--- src/rtl/teclado_cajero.sv ---
// rtl/teclado_cajero.sv - keypad/card-slot front end that turns key events into cajero PIN/amount strobes
// Card removal and reset dominate; every output is a register so the cajero never sees combinational glitches.
module teclado_cajero #(
  parameter int N_PIN       = 4,
  parameter int MAX_DIGITOS = 9,
  parameter int PIN_TIMEOUT = 4
) (
  input  logic        clk_i,
  input  logic        rst_i,
  input  logic        tarjeta_in_i,
  input  logic        key_valid_i,
  input  logic [3:0]  key_code_i,
  input  logic        pin_incorrecto_i,
  input  logic        bloqueo_i,
  input  logic        entregar_dinero_i,
  input  logic        fondos_insuficientes_i,
  input  logic        balance_actualizado_i,
  output logic        tarjeta_recibida_o,
  output logic        tipo_trnans_o,
  output logic        digito_stb_o,
  output logic [3:0]  digito_o,
  output logic        monto_stb_o,
  output logic [31:0] monto_o,
  output logic [2:0]  estado_o
);

  typedef enum logic [2:0] {
    IDLE     = 3'd0,
    SELECT   = 3'd1,
    PIN      = 3'd2,
    WAIT_PIN = 3'd3,
    AMOUNT   = 3'd4,
    WAIT_RES = 3'd5,
    EJECT    = 3'd6,
    BLOCKED  = 3'd7
  } state_t;

  localparam logic [3:0] KEY_A = 4'hA;
  localparam logic [3:0] KEY_B = 4'hB;
  localparam logic [3:0] KEY_C = 4'hC;
  localparam logic [3:0] KEY_E = 4'hE;

  localparam logic [7:0] PIN_LAST     = 8'(N_PIN - 1);
  localparam logic [7:0] TIMEOUT_LAST = 8'(PIN_TIMEOUT - 1);
  localparam logic [7:0] MAX_CNT      = 8'(MAX_DIGITOS);

  state_t      state_q, state_d;
  logic        recib_q, recib_d;
  logic        tipo_q, tipo_d;
  logic        digito_stb_q, digito_stb_d;
  logic [3:0]  digito_q, digito_d;
  logic        monto_stb_q, monto_stb_d;
  logic [31:0] monto_q, monto_d;
  logic [7:0]  pin_cnt_q, pin_cnt_d;
  logic [7:0]  timer_q, timer_d;
  logic [7:0]  amt_cnt_q, amt_cnt_d;

  logic key_digit, key_a, key_b, key_c, key_e, resultado;

  assign key_digit = key_valid_i && (key_code_i <= 4'd9);
  assign key_a     = key_valid_i && (key_code_i == KEY_A);
  assign key_b     = key_valid_i && (key_code_i == KEY_B);
  assign key_c     = key_valid_i && (key_code_i == KEY_C);
  assign key_e     = key_valid_i && (key_code_i == KEY_E);
  assign resultado = entregar_dinero_i || fondos_insuficientes_i || balance_actualizado_i;

  always_comb begin
    state_d      = state_q;
    recib_d      = recib_q;
    tipo_d       = tipo_q;
    digito_stb_d = 1'b0;
    digito_d     = digito_q;
    monto_stb_d  = 1'b0;
    monto_d      = monto_q;
    pin_cnt_d    = pin_cnt_q;
    timer_d      = timer_q;
    amt_cnt_d    = amt_cnt_q;

    if (!tarjeta_in_i) begin
      state_d   = IDLE;
      recib_d   = 1'b0;
      tipo_d    = 1'b0;
      digito_d  = 4'd0;
      monto_d   = 32'd0;
      pin_cnt_d = 8'd0;
      timer_d   = 8'd0;
      amt_cnt_d = 8'd0;
    end else begin
      case (state_q)
        IDLE: begin
          state_d = SELECT;
          recib_d = 1'b1;
        end
        SELECT: begin
          if (key_a || key_b) begin
            tipo_d    = key_b;
            pin_cnt_d = 8'd0;
            state_d   = PIN;
          end else if (key_c) begin
            state_d = EJECT;
          end
        end
        PIN: begin
          if (key_c) begin
            state_d = EJECT;
          end else if (key_digit) begin
            digito_d     = key_code_i;
            digito_stb_d = 1'b1;
            if (pin_cnt_q == PIN_LAST) begin
              timer_d = 8'd0;
              state_d = WAIT_PIN;
            end else begin
              pin_cnt_d = pin_cnt_q + 8'd1;
            end
          end
        end
        // Silence from the cajero for PIN_TIMEOUT cycles means the PIN was accepted.
        WAIT_PIN: begin
          if (bloqueo_i) begin
            state_d = BLOCKED;
          end else if (pin_incorrecto_i) begin
            pin_cnt_d = 8'd0;
            state_d   = PIN;
          end else if (key_c) begin
            state_d = EJECT;
          end else if (timer_q == TIMEOUT_LAST) begin
            monto_d   = 32'd0;
            amt_cnt_d = 8'd0;
            state_d   = AMOUNT;
          end else begin
            timer_d = timer_q + 8'd1;
          end
        end
        AMOUNT: begin
          if (key_c) begin
            state_d = EJECT;
          end else if (key_digit) begin
            if (amt_cnt_q < MAX_CNT) begin
              monto_d   = monto_q * 32'd10 + {28'd0, key_code_i};
              amt_cnt_d = amt_cnt_q + 8'd1;
            end
          end else if (key_e && (amt_cnt_q != 8'd0)) begin
            monto_stb_d = 1'b1;
            state_d     = WAIT_RES;
          end
        end
        WAIT_RES: begin
          if (resultado || key_c) state_d = EJECT;
        end
        default: ;
      endcase
    end
  end

  always_ff @(posedge clk_i) begin
    if (rst_i) begin
      state_q      <= IDLE;
      recib_q      <= 1'b0;
      tipo_q       <= 1'b0;
      digito_stb_q <= 1'b0;
      digito_q     <= 4'd0;
      monto_stb_q  <= 1'b0;
      monto_q      <= 32'd0;
      pin_cnt_q    <= 8'd0;
      timer_q      <= 8'd0;
      amt_cnt_q    <= 8'd0;
    end else begin
      state_q      <= state_d;
      recib_q      <= recib_d;
      tipo_q       <= tipo_d;
      digito_stb_q <= digito_stb_d;
      digito_q     <= digito_d;
      monto_stb_q  <= monto_stb_d;
      monto_q      <= monto_d;
      pin_cnt_q    <= pin_cnt_d;
      timer_q      <= timer_d;
      amt_cnt_q    <= amt_cnt_d;
    end
  end

  assign tarjeta_recibida_o = recib_q;
  assign tipo_trnans_o      = tipo_q;
  assign digito_stb_o       = digito_stb_q;
  assign digito_o           = digito_q;
  assign monto_stb_o        = monto_stb_q;
  assign monto_o            = monto_q;
  assign estado_o           = state_q;

endmodule

--- config.mk ---
export PLATFORM = sky130hd
export DESIGN_NAME = teclado_cajero
export DESIGN_NICKNAME = d
export VERILOG_FILES = /design/src/rtl/teclado_cajero.sv
export SDC_FILE = /design/constraint.sdc
export NUM_CORES = 1
export LEC_CHECK = 0
export BUFFER_PORTS_ARGS = -buffer_cell sky130_fd_sc_hd__buf_2
export CAP_MARGIN = 5
export CORE_MARGIN = 4
export CORE_UTILIZATION = 50
export CTS_CLUSTER_SIZE = 30
export DETAILED_ROUTE_END_ITERATION = 10
export GPL_TIMING_DRIVEN = 0
export PLACE_DENSITY = 0.69
export SYNTH_ARGS = -nofsm -noshare
export SYNTH_HDL_FRONTEND = slang
export SYNTH_SLANG_ARGS = --single-unit
--- constraint.sdc ---
create_clock -name clk_i -period 3.8 [get_ports clk_i]
set_input_delay 0.38 -clock clk_i [delete_from_list [all_inputs] [get_ports clk_i]]
set_output_delay 0.38 -clock clk_i [all_outputs]
set_load 0.005 [all_outputs]
== Yosys cells after proc, flatten, opt, wreduce, memory -nomap -nowiden ==
Cells that the tools add are included.

* Add/sub/neg operators: 4
* Multiply operators: 1
* Order comparisons: 2
* Equality and inequality tests: 32
* Mux-type cells: 47
* Bitwise operators: 4
* Reductions and logical operators: 25

{| class="wikitable"
|+ Operators by type and width
! operator !! count
|-
| two-way mux 32 bit || 7
|-
| two-way mux 8 bit || 20
|-
| case mux 32 bit (2 select lines) || 1
|-
| two-way mux 3 bit || 13
|-
| adder 32 x 4 -> 32 bit || 1
|-
| multiplier 32 x 3 -> 31 bit (second input constant) || 1
|-
| case mux 8 bit (2 select lines) || 2
|-
| != test 2 bit (second input constant) || 15
|-
| adder 8 x 1 -> 8 bit (second input constant) || 3
|-
| case mux 8 bit (3 select lines) || 1
|-
| AND reduction 8 bit || 3
|-
| case mux 3 bit (6 select lines) || 1
|-
| == test 4 bit (second input constant) || 4
|-
| == test 8 x 2 -> 1 bit (second input constant) || 2
|-
| != test 3 bit (second input constant) || 5
|-
| less-than comparator 8 x 4 -> 1 bit (second input constant) || 1
|-
| nonzero test 8 bit || 1
|-
| AND reduction 7 bit || 1
|-
| == test 3 x 2 -> 1 bit (second input constant) || 2
|-
| == test 3 bit (second input constant) || 2
|-
| logical AND 1 bit || 6
|-
| nonzero test 6 bit || 1
|-
| != test 5 bit (second input constant) || 1
|-
| OR reduction 5 bit || 1
|-
| 12 further kinds || 20
|}

* Bits in registers: 67
* Input port bits: 13
* Output and inout bits: 43

== Logic depth before layout (Yosys ltp) ==
Gate-level depths: netlist (run 1).

* Depth after elaboration: 7
* Depth in mapped cells: 13
* Depth with buffers taken out: 13

== Least setup slack after synthesis (run 1) ==
Ideal clock, no wire load.

* Kind: register -> register
* Start: reg monto_q[1] (netlist: monto_o[1])
* End: reg monto_q[31] (netlist: monto_o[31])
* Data arrival time: 3.682 ns
* Slack: 0.002 ns
* Stages on the path, launching flop included: 14
* Buffers on the path: 0
* Period minus slack after synthesis: 3.798 ns
* Cells stage by stage: dfxtp_1 -> ha_1 -> ha_1 -> fa_1 -> a21o_1 -> a311o_2 -> a211o_1 -> nand3_1 -> or3b_4 -> nor4_4 -> and3_4 -> nand4_2 -> xor2_1 -> a22o_1

* Word-level cells in the longest chain between the ends: 6

{| class="wikitable"
|+ RTL lines
! what !! line !! RTL
|-
| start, declared || 53 || <nowiki>logic [31:0] monto_q, monto_d;</nowiki>
|-
| start signal, assigned || 174 || <nowiki>monto_q <= monto_d;</nowiki>
|-
| multiplier 32 x 3 -> 31 bit || 139 || <nowiki>monto_d = monto_q * 32'd10 + {28'd0, key_code_i};</nowiki>
|-
| adder 32 x 4 -> 32 bit || 139 ||
|-
| two-way mux 32 bit || 138 || <nowiki>if (amt_cnt_q < MAX_CNT) begin</nowiki>
|-
| two-way mux 32 bit || 137 || <nowiki>end else if (key_digit) begin</nowiki>
|-
| two-way mux 32 bit || 135 || <nowiki>if (key_c) begin</nowiki>
|-
| case mux 32 bit (2 select lines) || 89 || <nowiki>case (state_q)</nowiki>
|}

Every way passes these cells. The select of a mux whose other input is x is not followed.
A chain may end at the register's enable or synchronous reset.

== Worst setup path after layout (run 1) ==
* Start: reg monto_q[3] (netlist: monto_o[3])
* End: reg monto_q[31] (netlist: monto_o[31])

Same word-level chain as after synthesis.

==> results of run 1 <==
==> tightest hold or removal path: cells and delay by family <==
family        cells  cell delay [ns]
simple gates      1             0.07
buf+inv           1             0.11
mux               1             0.07
==> layer usage <==
metal | track usage | share of wire
met5 | 0 | 0
met4 | 0.0665 | 0.016
met3 | 0.0399 | 0.043
met2 | 0.371 | 0.47
met1 | 0.283 | 0.47
==> worst max path at each step <==
stage,from,to,slack [ns]
final,monto_o[3]$_SDFFE_PP0P_,monto_o[31]$_SDFFE_PP0P_,0.07
after floorplan,monto_o[1]$_SDFFE_PP0P_,monto_o[31]$_SDFFE_PP0P_,0.002
after global placement,monto_o[1]$_SDFFE_PP0P_,monto_o[31]$_SDFFE_PP0P_,-0.26
after CTS,monto_o[1]$_SDFFE_PP0P_,monto_o[31]$_SDFFE_PP0P_,0.009
after global routing,monto_o[18]$_SDFFE_PP0P_,monto_o[31]$_SDFFE_PP0P_,-0.08
after detailed placement,monto_o[1]$_SDFFE_PP0P_,monto_o[31]$_SDFFE_PP0P_,-0.32
==> stage by stage <==
| stage | total power, mW | setup slack, ns | cell area, sq um | hold slack, ns | TNS [ns] |
|---|---|---|---|---|---|
| after global routing | 1.43 | -0.0835 | 6320 | 0.309 | -0.260 |
| after CTS | 1.39 | 0.00904 | 6170 | 0.282 | 0 |
| after detailed placement | 0.791 | -0.323 | 5910 | 0.455 | -1.53 |
| final | 1.37 | 0.0669 | 6320 | 0.301 | 0 |
| after global placement | 0.790 | -0.257 | 5910 | 0.445 | -0.909 |
| after floorplan | 0.764 | 0.00166 | 5460 | 0.428 | 0 |
==> sequential cells by signal (all words and copies together), names as in the netlist <==
register and count:
tarjeta_recibida_o 1, amt_cnt_q 8, monto_o 32, timer_q 8, digito_stb_o 1, digito_o 4, tipo_trnans_o 1, monto_stb_o 1
estado_o 3, pin_cnt_q 8
==> cells in the final DEF (no fill, tap or decap), drive strengths merged, types with 3 or more instances in the layout <==
| master | n |
|---|---|
| a22oi | 14 |
| nand4b | 3 |
| nand4 | 11 |
| xnor2 | 26 |
| xor2 | 35 |
| and3 | 16 |
| and4 | 7 |
| nand2b | 5 |
| and2 | 5 |
| a31oi | 8 |
| ha | 62 |
| buf | 71 |
| nor3 | 18 |
| a21o | 10 |
| nor2 | 77 |
| nor3b | 4 |
| nand3 | 37 |
| o211ai | 4 |
| o21ai | 39 |
| nand2 | 63 |
| o31ai | 3 |
| inv | 12 |
| dfxtp | 67 |
| nor4 | 4 |
| clkbuf | 34 |
| a211oi | 6 |
| a21oi | 57 |
| a2111oi | 3 |
| or3 | 9 |
| nor2b | 8 |
| or4 | 3 |
| o21a | 5 |
| mux2i | 8 |
==> kinds of logic after synthesis <==
logic type,synth area share
adders and majority gates,0.149
buffers and inverters,0.0307
DFF,0.246
AOI/OAI and AO/OA,0.197
xor gates and xnor gates,0.0978
muxes,0.0167
and+or+nand+nor,0.263
==> cells in the mapped netlist (all sizes together) (11+ instances only) <==
cell | instances | area [sq um]
a22oi | 14 | 105
nor2 | 77 | 292
xnor2 | 26 | 228
o21ai | 39 | 195
a21oi | 57 | 289
clkbuf | 23 | 86.3
inv | 12 | 45.0
nand4 | 11 | 75.1
xor2 | 35 | 307
and3 | 16 | 111
nand2 | 63 | 236
dfxtp | 67 | 1340
nand3 | 37 | 185
ha | 62 | 776
nor3 | 18 | 90.1
==> area by class of cell <==
| type | count | area, sq um |
|---|---|---|
| fill | 1010 | 4150 |
| tap | 136 | 170 |
| clock inverter | 4 | 51.3 |
| clock buffer | 11 | 141 |
| inverter | 12 | 45.0 |
| multi-input combinational | 584 | 4080 |
| sequential | 67 | 1350 |
| timing repair buffer | 65 | 354 |
| buffer | 29 | 123 |
==> power by group <==
group          internal [mW]  switching, mW
logic                 0.0213         0.0478
clock network          0.317          0.283
registers              0.703        0.00195
==> what timing repair did <==
item / 4_1_cts / 5_1_grt
gates resized for setup: 7 / 25
gates cloned: 0 / 0
setup buffers: 7 / 3
hold endpoints to repair: 0 / 0
endpoints found under the setup margin: 9 / 13
pin swaps: 6 / 11
==> out/metrics.csv, run 1 <==
metric,value,unit
status,"complete, no violations",
first-pass GRT wire length,23300,um
fin crit share,0.982,
WS Path Type,register to register,
min-delay worst type,primary input to register,
DR DRC count,0,
clock skew,0.00712,ns
final critical-path required period,3.73,ns
largest net degree at the start of global routing,12,
number of synthesis warnings,0,
clock latency on the worst-skew pair,0.36,ns
reg2reg setup slack,0.07,ns
Pwr per Cell Area,218,mW/mm^2
syn avg cell area,7.89,sq um
total die area,0.0127,sq mm
post-route insts no fill,908,
# hold bufs at CTS,0,
vias in the first global route,5062,
critical path endpoint category,register,
remaining antenna violation count,0,
GRT overflow,0,
Hold Crit Start,key_code_i[0],
Initial Utilization,0.522,
CP max-delay cell,a311o_2,
slew at the pin closest to its max-slew limit,0.779,ns
Hold Crit Depth,3,
r2r startpoint,monto_o[3]$_SDFFE_PP0P_,
Routed WL,14000,um
Startpoint Class,register,
DRT Pass-1 Iters,5,
"Arr. time, crit path",3.99,ns
final hold vios,0,
antenna cells,0,
Post-synth EDFFs,0,
family with the most delay on the worst path,compound AO/OA/AOI/OAI gates,
r2r endpoint,monto_o[31]$_SDFFE_PP0P_,
worst path buffer plus inverter count,0,
count of final setup violators,0,
crit-path max FO,4,
FMAX,0.268,GHz
Via density,5.87,
CTS tree,built,
FF-to-FF path depth,13,
"FFs w/ async S/R, synth",0,
"Reg clk slew, reported paths",0.07,ns
MaxCap Viol Count,0,
RSZ-0062 raised after global routing,true,
final core occ,0.604,
peak supply drop,181,uV
Area Overhead vs Synth,15.6,%
Stages on worst setup path,13,
TritonCTS Buffers,9,
#FFs+latches synth,67,
"Req. time, crit path",4.06,ns
"Slew Viols, Final",0,
CP dominant cell by count,ha_4,
boundary pin count,56,
post-synthesis sequential area ratio,0.246,
Die X,113,um
leakage,2.87,nW
hold endpoint,digito_o[0]$_SDFFE_PP0P_,
I/O Buffers,55,
placer congestion estimate,0.860,
clock sinks,67,
CP Cell Sequence,ha_4 > ha_4 > fa_2 > a21o_1 > a311o_2 > a211o_1 > nand3_1 > or3b_4 > nor4_4 > and3_4 > nand4_2 > xor2_1 > a22o_1,
Post-Place Cells,883,
share of post-route cells with drive strength above 1,0.161,
DIE HEIGHT,113,um
Slew headroom,0.474,
syn nets,769,
Max Buffers Root-to-Sink,2,
Root Driver,clkbuf_8,
Post-Syn Area,0.00546,sq mm
Worst path max stage delay,0.45,ns
wire length per cell,15.4,um
"Top FF cell, synth",dfxtp_1,
synth unique cells,70,
htree depth,3,
row count,37,
Synth Instances,692,
core area,0.0105,sq mm
HPWL after detailed placement,10700,um
initial antenna violation count,0,
nets,845,
GRT Util Overall,0.219,
vias,5330,
initial DRC count,307,
Note: power is estimated with default switching activity, not from simulation.
==> run 2: changes to the inputs <==
--- a/config.mk
+++ b/config.mk
@@ -8,11 +8,11 @@
 export BUFFER_PORTS_ARGS = -buffer_cell sky130_fd_sc_hd__buf_2
 export CAP_MARGIN = 5
 export CORE_MARGIN = 4
-export CORE_UTILIZATION = 50
+export CORE_UTILIZATION = 40
 export CTS_CLUSTER_SIZE = 30
 export DETAILED_ROUTE_END_ITERATION = 10
 export GPL_TIMING_DRIVEN = 0
-export PLACE_DENSITY = 0.69
+export PLACE_DENSITY = 0.57
 export SYNTH_ARGS = -nofsm -noshare
 export SYNTH_HDL_FRONTEND = slang
 export SYNTH_SLANG_ARGS = --single-unit
==> run 2 against run 1 <==
  * The run now ends with setup timing left
  * Critical path type unchanged
  * Die area increased by 23%
  * Register-to-register slack got worse by 0.07 ns
  * Final area increased by 3.1%
==> out/metrics.csv, run 2 (same netlist as run 1, synthesis figures left out) <==
metric,value,unit,change
total die area,0.0156,sq mm,was 0.0127 sq mm
antenna cells,0,,unchanged
wire length per cell,15.5,um,was 15.4 um
initial antenna violation count,0,,unchanged
post-route setup slack,-0.00193,ns,was 0.0669 ns
r2r startpoint,monto_o[3]$_SDFFE_PP0P_,,unchanged
row count,42,,was 37
Worst Setup SP,monto_o[3]$_SDFFE_PP0P_,,unchanged
count of final setup violators,1,,was 0
critical path endpoint category,register,,unchanged
CTS tree,built,,unchanged
Slew headroom,0.428,,was 0.474
"Arr. time, crit path",4.01,ns,was 3.99 ns
status,"finished, violations left",,"was complete, no violations"
peak supply drop,144,uV,was 181 uV
slew at the pin closest to its max-slew limit,0.856,ns,was 0.779 ns
vias in the first global route,5090,,was 5062
remaining antenna violation count,0,,unchanged
"commonest cells after routing, fill and taps aside","nor2_1, nand2_1, buf_2, dfxtp_1, ha_1",,"was nor2_1, nand2_1, dfxtp_1"
RSZ-0062 raised after global routing,true,,unchanged
leakage,2.93,nW,was 2.87 nW
final critical-path required period,3.80,ns,was 3.73 ns
"Req. time, crit path",4.00,ns,was 4.06 ns
max reg flops,32,,unchanged
failing checks,setup timing,,
share of post-route cells with drive strength above 1,0.177,,was 0.161
vias,5290,,was 5330
clock skew,0.0102,ns,was 0.00712 ns
min-delay worst type,primary input to register,,unchanged
DRT Pass-1 Iters,5,,unchanged
"most common cell after layout, fill and taps aside",nor2_1,,unchanged
Routed WL,14800,um,was 14000 um
largest net degree at the start of global routing,16,,was 12
Cell Int Power,1.18,mW,was 1.04 mW
crit-path max FO,6,,was 4
clock power share,0.516,,was 0.437
part of the power in registers,0.441,,was 0.513
boundary pin count,56,,unchanged
Max Buffers Root-to-Sink,2,,unchanged
"Slew Viols, Final",0,,unchanged
TritonCTS Buffers,9,,unchanged
switching part of the total,0.260,,was 0.242
"Reg clk slew, reported paths",0.06,ns,was 0.07 ns
WS Path Type,register to register,,unchanged
Hold Crit Start,key_code_i[0],,unchanged
Place WS,-0.331,ns,was -0.323 ns
Area Overhead vs Synth,19.3,%,was 15.6%
Logic pwr share,0.043,,was 0.050
fin crit share,1.00,,was 0.982
Initial Utilization,0.411,,was 0.522
GRT overflow,0,,unchanged
routed wl met2,6840,um,was 6610 um
core area,0.0133,sq mm,was 0.0105 sq mm
DIE HEIGHT,125,um,was 113 um
nets,845,,unchanged
htree depth,3,,unchanged
MaxCap Viol Count,0,,unchanged
final core occ,0.490,,was 0.604
I/O Buffers,55,,unchanged
FMAX,0.263,GHz,was 0.268 GHz
DR DRC count,0,,unchanged
met3 WL post-DR,531,um,was 604 um
final hold vios,0,,unchanged
clock latency on the worst-skew pair,0.34,ns,was 0.36 ns
net switching power,0.416,mW,was 0.333 mW
Pwr per Cell Area,246,mW/mm^2,was 218 mW/mm^2
placer congestion estimate,0.908,,was 0.860
clock sinks,67,,unchanged
initial DRC count,344,,was 307
Root Driver,clkbuf_16,,was clkbuf_8
Die X,125,um,was 113 um
Via density,5.57,,was 5.87
GRT Util Overall,0.185,,was 0.219
Metal-1 WL,7240,um,was 6550 um
max layer used,met4,,unchanged
first-pass GRT wire length,24500,um,was 23300 um
HPWL after detailed placement,11400,um,was 10700 um
Startpoint Class,register,,unchanged
## run 2: final timing paths
path	end	slack (ns)	depth (start not counted)
max	monto_o[30]$_SDFFE_PP0P_	-0.002	14
min	digito_o[0]$_SDFFE_PP0P_	0.33	3
max reg2reg	monto_o[30]$_SDFFE_PP0P_	-0.002	14
min reg2reg	tarjeta_recibida_o$_SDFFE_PP0N_	0.48	2
## run 2: critical path, cell delays in order (launching register included)
cell and delay [ns]:
dfxtp_4 0.37, ha_4 0.25, ha_4 0.16, fa_2 0.35
a21o_1 0.21, a311o_2 0.47, a211o_1 0.37, nand3_1 0.09
or3b_4 0.41, nor4_4 0.29, and3_4 0.25, buf_4 0.12
nand3_2 0.06, xor2_1 0.19, o21ai_1 0.08
## run 2: cell type report
class | count | area (sq um)
clock buffer | 9 | 225
fill | 1311 | 6780
timing repair buffer | 65 | 350
inverter | 12 | 45.0
buffer | 29 | 123
clock inverter | 7 | 65.1
sequential | 67 | 1360
multi-input combinational | 584 | 4130
tap | 176 | 220
## run 2: through the flow
step           instance area [sq um]  hold WS [ns]  power, mW   TNS, ns  instances
5_1_grt                         6520         0.333       1.66    -0.383        949
2_1_floorplan                   5460         0.428      0.764         0        692
3_5_place_dp                    5960         0.469      0.792     -1.67        923
6_report                        6520         0.330       1.60  -0.00193        949
3_3_place_gp                    5960         0.447      0.791     -1.49        923
4_1_cts                         6310         0.323       1.63         0        944
## run 2: power by group through the flow
stage / registers, mW / logic (mW) / clock network (mW)
finish: 0.705 / 0.0694 / 0.825
global route: 0.705 / 0.0780 / 0.880
detailed placement: 0.723 / 0.0694 / 0
CTS: 0.706 / 0.0696 / 0.849
floorplan: 0.723 / 0.0418 / 0
global placement: 0.723 / 0.0688 / 0
## run 2: what timing repair did
action	in CTS	in global routing
pin swaps	7	14
setup buffers	5	5
endpoints found under the setup margin	11	13
resized for setup	9	34
hold buffers	0	0
cloned	0	0
## run 2: routing by layer
| metal | GRT usage | vias up |
|---|---|---|
| met5 | 0 | - |
| met1 | 0.249 | 2478 |
| li1 | - | 2690 |
| met3 | 0.0382 | 14 |
| met4 | 0.0332 | 0 |
| met2 | 0.309 | 108 |
